<file path="config.mk">
export PLATFORM = sky130hd
export DESIGN_NAME = pad_input_reader
export DESIGN_NICKNAME = d
export VERILOG_FILES = /design/src/rtl/pad_input_reader.sv
export SDC_FILE = /design/constraint.sdc
export NUM_CORES = 1
export LEC_CHECK = 0
export CAP_MARGIN = 15
export CORE_AREA = 3 3 86 88
export DETAILED_ROUTE_END_ITERATION = 6
export DIE_AREA = 0 0 89 91
export DONT_BUFFER_PORTS = 1
export SYNTH_ARGS = -nofsm -noshare
export SYNTH_HDL_FRONTEND = slang
export SYNTH_SLANG_ARGS = --single-unit
</file>
<file path="constraint.sdc">
create_clock -name clk -period 3 [get_ports clk]
set_input_delay 0.15 -clock clk [delete_from_list [all_inputs] [get_ports clk]]
set_output_delay 0.15 -clock clk [all_outputs]
set_load 0.01 [all_outputs]
</file>
<file path="src/rtl/pad_input_reader.sv">
// pad_input_reader: polls a serial game pad and decodes buttons/direction.
// Define PAD_SNES_EN for the 16-bit SNES frame with controller ID check.
module pad_input_reader #(
  parameter int CLK_DIV     = 600,
  parameter int POLL_PERIOD = 1666666
) (
  input  logic       clk,
  input  logic       reset,
  input  logic       pad_data,
  output logic       pad_latch,
  output logic       pad_clk,
  output logic       L,
  output logic       R,
  output logic       U,
  output logic       D,
  output logic [1:0] cd,
  output logic       btn_a,
  output logic       btn_b,
  output logic       btn_start,
  output logic       btn_select,
  output logic       frame_valid
);

`ifdef PAD_SNES_EN
  localparam int NBITS = 16;
`else
  localparam int NBITS = 8;
`endif
  localparam int PW = $clog2(POLL_PERIOD);
  localparam int DW = $clog2(2 * CLK_DIV);
  localparam int BW = $clog2(NBITS);
  localparam logic [PW-1:0] POLL_LAST = PW'(POLL_PERIOD - 1);
  localparam logic [DW-1:0] LAT_LAST  = DW'(2 * CLK_DIV - 1);
  localparam logic [DW-1:0] DIV_LAST  = DW'(CLK_DIV - 1);
  localparam logic [BW-1:0] BIT_LAST  = BW'(NBITS - 1);

  typedef enum logic [2:0] {
    IDLE, LATCH, WAIT0, CLK_HI, CLK_LO, UPDATE
  } state_t;

  state_t          state_q;
  logic [PW-1:0]   poll_q;
  logic [DW-1:0]   div_q;
  logic [BW-1:0]   bit_q;
  logic [NBITS-1:0] sh_q;
  logic            latch_q, pclk_q, fv_q;
  logic [3:0]      lrud_q;
  logic [1:0]      cd_q;
  logic [3:0]      btn_q;
  logic            tick;

  // resolved direction for the frame currently in sh_q
  logic [3:0] dirs;
  logic       dir_any;
  logic [1:0] cd_d;
  logic [3:0] lrud_d;
  logic [3:0] btn_d;
  logic       id_ok;

  assign tick = (poll_q == POLL_LAST);

  always_ff @(posedge clk or posedge reset) begin
    if (reset) poll_q <= '0;
    else if (tick) poll_q <= '0;
    else poll_q <= poll_q + 1'b1;
  end

  always_comb begin
    dirs    = {sh_q[6], sh_q[5], sh_q[7], sh_q[4]};
    dir_any = |dirs;
    cd_d    = cd_q;
    if (dir_any && !dirs[cd_q]) begin
      if (dirs[0])      cd_d = 2'd0;
      else if (dirs[1]) cd_d = 2'd1;
      else if (dirs[2]) cd_d = 2'd2;
      else              cd_d = 2'd3;
    end
    lrud_d = '0;
    if (dir_any)
      lrud_d = {cd_d == 2'd3, cd_d == 2'd1,
                cd_d == 2'd0, cd_d == 2'd2};
`ifdef PAD_SNES_EN
    id_ok = (sh_q[15:12] == 4'b0000);
    btn_d = {sh_q[8], sh_q[0], sh_q[3], sh_q[2]};
`else
    id_ok = 1'b1;
    btn_d = {sh_q[0], sh_q[1], sh_q[3], sh_q[2]};
`endif
  end

  always_ff @(posedge clk or posedge reset) begin
    if (reset) begin
      state_q <= IDLE;
      div_q   <= '0;
      bit_q   <= '0;
      sh_q    <= '0;
      latch_q <= 1'b0;
      pclk_q  <= 1'b0;
      fv_q    <= 1'b0;
      lrud_q  <= '0;
      cd_q    <= 2'b10;
      btn_q   <= '0;
    end else begin
      fv_q <= 1'b0;
      unique case (state_q)
        IDLE: begin
          if (tick) begin
            state_q <= LATCH;
            latch_q <= 1'b1;
            div_q   <= '0;
          end
        end
        LATCH: begin
          if (div_q == LAT_LAST) begin
            state_q <= WAIT0;
            latch_q <= 1'b0;
            div_q   <= '0;
          end else div_q <= div_q + 1'b1;
        end
        WAIT0: begin
          if (div_q == DIV_LAST) begin
            sh_q[0] <= ~pad_data;
            bit_q   <= BW'(1);
            state_q <= CLK_HI;
            pclk_q  <= 1'b1;
            div_q   <= '0;
          end else div_q <= div_q + 1'b1;
        end
        CLK_HI: begin
          if (div_q == DIV_LAST) begin
            state_q <= CLK_LO;
            pclk_q  <= 1'b0;
            div_q   <= '0;
          end else div_q <= div_q + 1'b1;
        end
        CLK_LO: begin
          if (div_q == DIV_LAST) begin
            sh_q[bit_q] <= ~pad_data;
            div_q       <= '0;
            if (bit_q == BIT_LAST) begin
              state_q <= UPDATE;
            end else begin
              state_q <= CLK_HI;
              pclk_q  <= 1'b1;
              bit_q   <= bit_q + 1'b1;
            end
          end else div_q <= div_q + 1'b1;
        end
        UPDATE: begin
          state_q <= IDLE;
          if (id_ok) begin
            cd_q   <= cd_d;
            lrud_q <= lrud_d;
            btn_q  <= btn_d;
            fv_q   <= 1'b1;
          end
        end
        default: state_q <= IDLE;
      endcase
    end
  end

  assign pad_latch   = latch_q;
  assign pad_clk     = pclk_q;
  assign {L, R, U, D} = lrud_q;
  assign cd          = cd_q;
  assign btn_a       = btn_q[3];
  assign btn_b       = btn_q[2];
  assign btn_start   = btn_q[1];
  assign btn_select  = btn_q[0];
  assign frame_valid = fv_q;

endmodule

</file>
==> impl_results.md, run 1 <==
- Post-route minimum period: 2.58 ns
- Root Driver: clkbuf_8
- Pleak: 0.00141 uW
- RSZ-0062 raised after global routing: false
- Initial core utilization: 0.448
- Layout cells sized above 1: 0.115
- GRT Residual Overflow: 0
- Critical R2R Capture: sh_q[4]
- EDFF count, synth: 0
- Setup crit start kind: flop
- Htree depth: 3
- Pwr dens: approximately 500 mW/mm2
- Synthesized netlist cell count: between 300 and 400
- Vias in the first global route: 2190
- Synthesis-to-finish area growth: 11.5%
- Clock sinks: 59
- FFs w/ async S/R, synth: 1.00
- CTS buffer count: 9
- Hold Vio Cnt, Final: 0
- Post-CTS setup buffers: 0
- Fin nets: 324
- Commonest non-fill, non-tap cells in the layout: dfrtp_1 (58), nand2_1 (27), nor2_1 (26), nand3_1 (16), a21oi_1 (15)
- RR Startpoint: div_q[0]
- Most common cell after layout, fill and taps aside: dfrtp_1
- Place WS: 0.437 ns
- Synth Flop Type: dfrtp_1
- Clock slew at reported path FFs: 0.08 ns
- Net Sw Frac: 0.195
- Comb pwr share: 0.014
- Worst skew pair latency: around 0.34 ns
- Slew HR: 0.462
- Via count: 2289
- Post-CTS Hold Fix Bufs: 2
- First-pass GRT wire length: 10.4 mm
- Hold_ws: approximately 0.42 ns
- CP arrival: 2.84 ns
- Sequential share of power: 0.476
- Core Region: around 0.0067 mm2
- Setup-failing EPs final: 0
- FF-to-FF path depth: 6
- Remaining DRCs: 0
- Reg2reg setup slack: 0.42 ns
- Mapped Nets: 317
- Antenna violations before repair: 0
- Drt pass-1 iters: 4
- Largest net degree at the start of global routing: 40
- Maximum vdd drop: 0.000200 V
- Die area: 0.00810 mm2
- Total Routing Usage GR: 0.165
- CTS resizes: 0
- Maximum clock frequency: around 390 MHz
- Final Power: ~1700 uW
- Area of the mapped netlist: approximately 0.003 mm2
- Psw: 326 uW
- IO buf count: 0
- Clock Tree Buf Depth: 2
- Antenna fix cells: 0
- Sequential share of the synthesized area: 0.490
- Worst endpoint required time: around 3.3 ns
- CP Class: flop to flop
- Synth Register Bits: 59
- WL per Instance: 14.7 um
- Post-synth cell types: 53
- Critical path endpoint category: flop
- Die Wd: 89 um
- Maxcap violations: 0
- Via-per-instance ratio: 5.71
- Worst Slack Setup Final: 0.416 ns
- Hpwl dp: between 4 and 5 mm
- Status: finished, final reports clean
- HP Class: primary input to asynchronous set/reset pin
- Setup_tns: 0 ns
- Remaining antenna violation count: 0
- Skew final: 0.0136 ns
- Worst Tran Pin Value: between 0.8 and 0.9 ns
- Die Y: 91 um
- Row cnt: 30
- CTS tree: built
- Yosys Warn Count: 0
- Period utilization: 0.861
- Clk pwr share: 0.510
- Max-slew violations: 0
- DRT iter0 DRCs: between 70 and 80
- I/O pins: 16
- Gpl congestion: 0.784
- Syn_area_per_cell: just under 10 um2
- Critical path fanouts, max: 8
- Final WL: between 5 and 6 mm
- Cell internal pwr: 1350 uW
## stage by stage
step / utilization / instance area (um2) / instances
floorplan: - / 3010 / 309
global placement: 0.461 / 3100 / 382
detailed placement: 0.461 / 3100 / 382
CTS: 0.499 / 3350 / 400
global route: 0.500 / 3360 / 401
finish: 0.500 / 3360 / 401
## per-layer routing
layer | GRT usage | up-vias | wire, um
li1 | - | 1138 | -
met1 | 0.223 | 1112 | 2830
met2 | 0.247 | 31 | 2800
met3 | 0.0426 | 8 | 163
met4 | 0.0744 | 0 | 87
met5 | 0 | - | 0
## power by group through the flow
| stage | Sequential (uW) | Clock (uW) | Combinational [uW] |
|---|---|---|---|
| 6_report | 798 | 855 | 23.4 |
| 5_1_grt | 797 | 924 | 27.8 |
| 4_1_cts | 798 | 869 | 24.6 |
| 3_5_place_dp | 812 | 0 | 20.9 |
| 3_3_place_gp | 812 | 0 | 20.6 |
| 2_1_floorplan | 812 | 0 | 14.9 |
## Yosys cell counts, drive strengths merged (3+ instances only)
cell type	number	area (um2)
o21ai	12	60.1
nand2b	7	43.8
dfrtp	58	1450
a31oi	12	75.1
buf	5	27.5
a22o	7	61.3
nor2	26	97.6
nor4	6	37.5
nand3b	3	22.5
nand2	27	101
inv	14	52.6
xor2	7	61.3
ha	5	62.6
nand4	6	37.5
nor3	7	40.0
nand3	16	80.1
or3	4	30.0
mux2	3	33.8
mux2i	6	60.1
o31ai	4	30.0
and3	3	18.8
clkbuf	8	30.0
nor3b	3	32.5
or4b	4	40.0
a41oi	3	26.3
nor2b	3	18.8
a21oi	15	75.1
a22oi	3	22.5
xnor2	11	96.3
## how the worst max path moves through the flow
stage | startpoint | endpoint | slack [ns] | cells after the start
finish | div_q[0] | sh_q[4] | 0.42 | 6
global route | div_q[0] | sh_q[2] | 0.29 | 6
CTS | div_q[0] | sh_q[4] | 0.42 | 6
detailed placement | div_q[0] | sh_q[4] | 0.44 | 6
global placement | div_q[0] | sh_q[4] | 0.48 | 6
floorplan | div_q[0] | sh_q[4] | 0.59 | 7
## layout make-up
type | count | area [um2]
fillers | 622 | 3360
flip-flops and latches | 59 | 1480
multi-input cells | 223 | 1430
clock buffers | 10 | 128
clock inverters | 6 | 105
well taps | 80 | 100
repair buffers | 9 | 72.6
inverters | 14 | 52.6
## state kept, by name, indices dropped and copies added, names as in the netlist
register,flops
btn_q,4
bit_q,3
state_q,3
poll_q,21
cd,2
frame_valid,1
div_q,11
sh_q,8
pad_latch,1
pad_clk,1
lrud_q,4
## cells by family (layout without fill, tap and decap cells)
group	Yosys count	after routing	synth area share
muxes	9	9	0.0311
xor gates and xnor gates	18	18	0.0523
AOI/OAI and AO/OA	69	69	0.152
and+or+nand+nor	122	122	0.217
buffers and inverters	27	39	0.0365
adders and majority gates	5	5	0.0208
DFF	59	59	0.490
## worst max-delay path: stages (launching register included)
cell     delay (ns)
dfrtp_1        0.43
ha_1           0.27
or4b_1         0.47
or3_1          0.50
or3_4          0.44
nor3b_2        0.21
mux2i_1        0.19
No activity file was read; power rests on OpenSTA's default activity.
==> inputs of run 2 (changes only) <==
==> constraint.sdc (replaced) <==
create_clock -name clk -period 3 [get_ports clk]
set_input_delay 0.9 -clock clk [delete_from_list [all_inputs] [get_ports clk]]
set_output_delay 0.9 -clock clk [all_outputs]
set_load 0.01 [all_outputs]
==> run 2 against run 1 <==
Cell area shrank 1.6%. Via count grew 1.0%. Count of clock-buffer cells in the layout shrank 1. Worst hold slack gained 0.040 ns. Clock power shrank 19%. Power shrank 9.9%. Combinational power shrank 12%. Sequential share of layout area grew 0.73 points. Critical path type unchanged.
==> impl_results.md, run 2 (same netlist as run 1, synthesis figures left out) <==
- Setup crit start kind: flop
- Worst Slack Setup Final: between 0.4 and 0.5 ns
- Worst endpoint required time: about 3.3 ns
- Post-CTS setup buffers: 0
- Clock sinks: 59
- Hold_ws: 0.465 ns
- Hpwl dp: 4.10 mm
- Pleak: around 0.0014 uW
- Critical R2R Capture: sh_q[4]
- Commonest non-fill, non-tap cells in the layout: dfrtp_1 (58), nand2_1 (27), nor2_1 (26), nand3_1 (16), a21oi_1 (15)
- Pwr dens: approximately 460 mW/mm2
- CP Launch Point: div_q[0]
- Period utilization: 0.864
- Die Wd: 89 um
- CTS buffer count: 9
- Critical path fanouts, max: 8
- Initial core utilization: 0.448
- Largest net degree at the start of global routing: 41
- Critical path endpoint category: flop
- Antenna fix cells: 0
- Setup_tns: 0 ns
- Fin nets: 321
- Psw: ~330 uW
- Setup-failing EPs final: 0
- GRT Residual Overflow: 0
- Reg2reg setup slack: 0.41 ns
- Place WS: ~0.44 ns
- Htree depth: 3
- Remaining DRCs: 0
- Core Region: 0.00672 mm2
- Total Routing Usage GR: 0.157
- Antenna violations before repair: 0
- Clock slew at reported path FFs: ~0.060 ns
- Drt pass-1 iters: 4
- Post-route minimum period: 2.59 ns
- Final WL: 5.88 mm
- Comb pwr share: 0.014
- Worst skew pair latency: 0.33 ns
- Net Sw Frac: 0.218
- Gpl congestion: 0.774
- Remaining antenna violation count: 0
- Clock Tree Buf Depth: 2
- CP arrival: 2.84 ns
- Post-CTS Hold Fix Bufs: 0
- HP Class: primary input to asynchronous set/reset pin
- Status: finished, final reports clean
- Row cnt: 30
- FF-to-FF path depth: 6
- Maximum vdd drop: just under 0.0002 V
- IO buf count: 0
- Hold Vio Cnt, Final: 0
- Max reg flops: 21
- Placed cell area: 0.00311 mm2
- WL per Instance: between 10 and 15 um
- Fill count: 631
- Synthesis-to-finish area growth: 9.72%
- Cell internal pwr: 1180 uW
- DRT iter0 DRCs: 78
- Vias in the first global route: 2151
- CP Class: flop to flop
- Sequential share of power: 0.528
- Final Power: roughly 1500 uW
- Most common cell after layout, fill and taps aside: dfrtp_1
- CTS tree: built
- CTS resizes: 0
- RR Startpoint: div_q[0]
- Maximum clock frequency: 386 MHz
- Maxcap violations: 0
- I/O pins: 16
- Max-slew violations: 0
- Skew final: 0.00663 ns
- Clk pwr share: 0.458
- Via-per-instance ratio: 5.81
- RSZ-0062 raised after global routing: false
- Die area: around 0.0081 mm2
- First-pass GRT wire length: 10.0 mm
- Via count: 2313
- Post-route cell area: 0.00331 mm2
- Die Y: about 91 um
- Root Driver: clkbuf_8
- Largest Register: poll_q
- Top flop regs: poll_q (21), div_q (11), sh_q (8)
- Layout cells sized above 1: 0.116
- Worst Tran Pin Value: 0.682 ns
- Slew HR: 0.541
[run 2: cell count changes in the layout (fill, tap and decap cells not counted)]
cell | before | now
clkinv_4 | 0 | 1
dlygate4sd3_1 | 2 | 0
clkbuf_1 | 1 | 0
bufinv_16 | 3 | 1
clkinvlp_4 | 0 | 2
buf_4 | 7 | 5
buf_12 | 0 | 1
[run 2: metrics by stage]
step,std cells,utilization
detailed placement,381,0.462
floorplan,309,-
finish,398,0.492
global route,398,0.492
global placement,381,0.462
CTS,397,0.491
[run 2: how the worst max path moves through the flow]
stage,cells after the start,end,slack (ns)
3_5_place_dp,6,sh_q[4],0.44
4_1_cts,6,sh_q[4],0.42
5_1_grt,6,sh_q[4],0.23
3_3_place_gp,6,sh_q[4],0.48
2_1_floorplan,7,sh_q[4],0.59
6_report,6,sh_q[4],0.41
[run 2: layer usage]
metal	wire length [um]	GRT usage	vias to the layer above
li1	-	-	1128
met1	2690	0.208	1135
met2	2890	0.236	42
met3	212	0.0399	8
met4	83	0.0744	0
met5	0	0	-
[run 2: power groups by stage]
stage               logic [uW]  clock network [uW]  registers [uW]
floorplan                 14.9                   0             812
global placement          21.8                   0             812
detailed placement        22.3                   0             812
CTS                       22.2                 716             797
global route              24.6                 764             797
finish                    20.6                 691             798
[run 2: critical path, stage by stage (launching register included)]
cell     delay, ns
dfrtp_1       0.43
ha_1          0.27
or4b_1        0.47
or3_1         0.50
or3_4         0.45
nor3b_2       0.20
mux2i_1       0.19
[run 2: final cells by class]
type,instances,area [um2],area share
sequential,59,1480,0.447
timing repair buffer,6,57.6,0.0174
tap,80,100,0.0303
clock buffer,9,124,0.0375
inverter,14,52.6,0.0159
clock inverter,7,68.8,0.0208
multi-input combinational,223,1430,0.431
==> inputs of run 3 (changes only) <==
--- a/config.mk
+++ b/config.mk
@@ -5,11 +5,14 @@
 export SDC_FILE = /design/constraint.sdc
 export NUM_CORES = 1
 export LEC_CHECK = 0
+export ABC_CLOCK_PERIOD_IN_PS = 3000
 export CAP_MARGIN = 15
 export CORE_AREA = 3 3 86 88
 export DETAILED_ROUTE_END_ITERATION = 6
 export DIE_AREA = 0 0 89 91
 export DONT_BUFFER_PORTS = 1
+export RECOVER_POWER = 100
+export SKIP_LAST_GASP = 1
 export SYNTH_ARGS = -nofsm -noshare
 export SYNTH_HDL_FRONTEND = slang
 export SYNTH_SLANG_ARGS = --single-unit
==> run 3 against run 2 <==
First-iteration DRC count up 5.1%. Sequential share of layout area up 0.50 points. Die area unchanged. Routed wire length down 0.14%. Sequential power about the same. Clock skew up 0.00068 ns. Sequential cell count unchanged. Largest power group unchanged. Critical path type unchanged. Global-route usage unchanged. Cell area down 1.1%.
==> impl_results.md, run 3 (same netlist as run 1, synthesis figures left out) <==
- RSZ-0062 raised after global routing: false
- RR Startpoint: div_q[0]
- Pwr dens: about 460 mW/mm2
- First-pass GRT wire length: around 10 mm
- Via-per-instance ratio: between 5 and 6
- IO buf count: 0
- CP Class: flop to flop
- Final WL: 5.87 mm
- Maximum clock frequency: 370 MHz
- Gpl congestion: 0.774
- Root Driver: clkbuf_8
- CP arrival: 2.95 ns
- Pleak: 0.00136 uW
- Top flop regs: poll_q (21), div_q (11), sh_q (8)
- Die area: between 0.008 and 0.009 mm2
- Hold Vio Cnt, Final: 0
- Post-route minimum period: 2.70 ns
- GRT Residual Overflow: 0
- CP Launch Point: div_q[0]
- Status: finished, final reports clean
- Largest net degree at the start of global routing: 41
- Via count: approximately 2.3k
- CTS buffer count: 9
- Total Routing Usage GR: 0.157
- Row cnt: 30
- Max reg flops: 21
- Hpwl dp: roughly 4.1 mm
- Remaining antenna violation count: 0
- Most common cell after layout, fill and taps aside: dfrtp_1
- Post-CTS Hold Fix Bufs: 0
- Critical path endpoint category: flop
- Max-slew violations: 0
- Worst skew pair latency: 0.33 ns
- Placed cells: 381
- FF-to-FF path depth: 6
- Maxcap violations: 0
- Setup crit start kind: flop
- End point of the critical path: sh_q[2]
- Worst Tran Pin Value: between 0.9 and 1 ns
- Critical R2R Capture: sh_q[2]
- CTS resizes: 0
- Hold_ws: about 0.49 ns
- Die Y: 91 um
- Htree depth: 3
- Synthesis-to-finish area growth: 8.51%
- Reg2reg setup slack: approximately 0.30 ns
- Layout cells sized above 1: 0.0943
- WL per Instance: 14.8 um
- Skew final: around 0.0073 ns
- Setup-failing EPs final: 0
- Period utilization: 0.901
- Remaining DRCs: 0
- HP Class: flop to flop
- Met3 usage: 0.0399
- Setup_tns: 0 ns
- Clock slew at reported path FFs: 0.07 ns
- Layout Cells excl Fill: 398
- Drt pass-1 iters: 4
- Worst endpoint required time: 3.25 ns
- Fin nets: approximately 320
- Met2 global-route usage: 0.236
- Antenna violations before repair: 0
- Global route hottest layer: met2
- Vias in the first global route: ~2.2k
- Initial core utilization: 0.448
- Largest Register: poll_q
- Maximum vdd drop: 0.000192 V
- Critical path fanouts, max: 8
- DRT iter0 DRCs: just over 80
- I/O pins: 16
- Core Region: 0.00672 mm2
- Clock Tree Buf Depth: 2
- Post-CTS setup buffers: 0
- Met1 Resource Use GR: 0.208
- Clock sinks: 59
- CTS tree: built
- Commonest non-fill, non-tap cells in the layout: dfrtp_1 (58), nand2_1 (27), nor2_1 (26), nand3_1 (16), a21oi_1 (15)
- Slew HR: 0.347
- Die Wd: 89 um
- Antenna fix cells: 0
==> run 3: final cells by class <==
cell class / count / area, um2
Fill cell: 638 / 3450
Sequential cell: 59 / 1480
Clock inverter: 7 / 68.8
Clock buffer: 9 / 124
Tap cell: 80 / 100
Inverter: 14 / 52.6
Multi-Input combinational cell: 223 / 1420
Timing Repair Buffer: 6 / 31.3
==> run 3: worst min path at each step <==
stage / cells after the start / start / slack (ns) / end
2_1_floorplan: 1 / poll_q[17] / 0.45 / poll_q[17]
3_3_place_gp: 1 / poll_q[12] / 0.48 / poll_q[12]
4_1_cts: 1 / reset / 0.47 / sh_q[4]
5_1_grt: 1 / poll_q[17] / 0.51 / poll_q[17]
3_5_place_dp: 1 / poll_q[17] / 0.48 / poll_q[17]
6_report: 1 / poll_q[17] / 0.49 / poll_q[17]
==> run 3: routing by layer <==
layer / share of wire / up-vias
li1: - / 1129
met1: 0.47 / 1131
met2: 0.49 / 36
met3: 0.028 / 10
met4: 0.015 / 0
met5: 0 / -
==> run 3: worst max-delay path, cell delays in order, from the launching register on <==
cell     delay [ns]
dfrtp_1        0.43
ha_1           0.27
or4b_1         0.47
or3_1          0.50
or3_1          0.47
nor3b_1        0.27
mux2i_1        0.22
==> run 3: through the flow <==
step / instance area, um2 / total power [uW] / setup WS, ns / utilization
global placement: 3110 / 834 / 0.476 / 0.462
detailed placement: 3110 / 835 / 0.441 / 0.462
floorplan: 3010 / 827 / 0.586 / -
CTS: 3300 / 1540 / 0.418 / 0.491
finish: 3270 / 1510 / 0.298 / 0.487
global route: 3270 / 1580 / 0.144 / 0.487
==> run 3: report_power, final <==
group | internal [uW] | total [uW] | switching, uW
logic | 1.67 | 18.0 | 16.3
clock network | 380 | 691 | 312
registers | 797 | 798 | 0.762
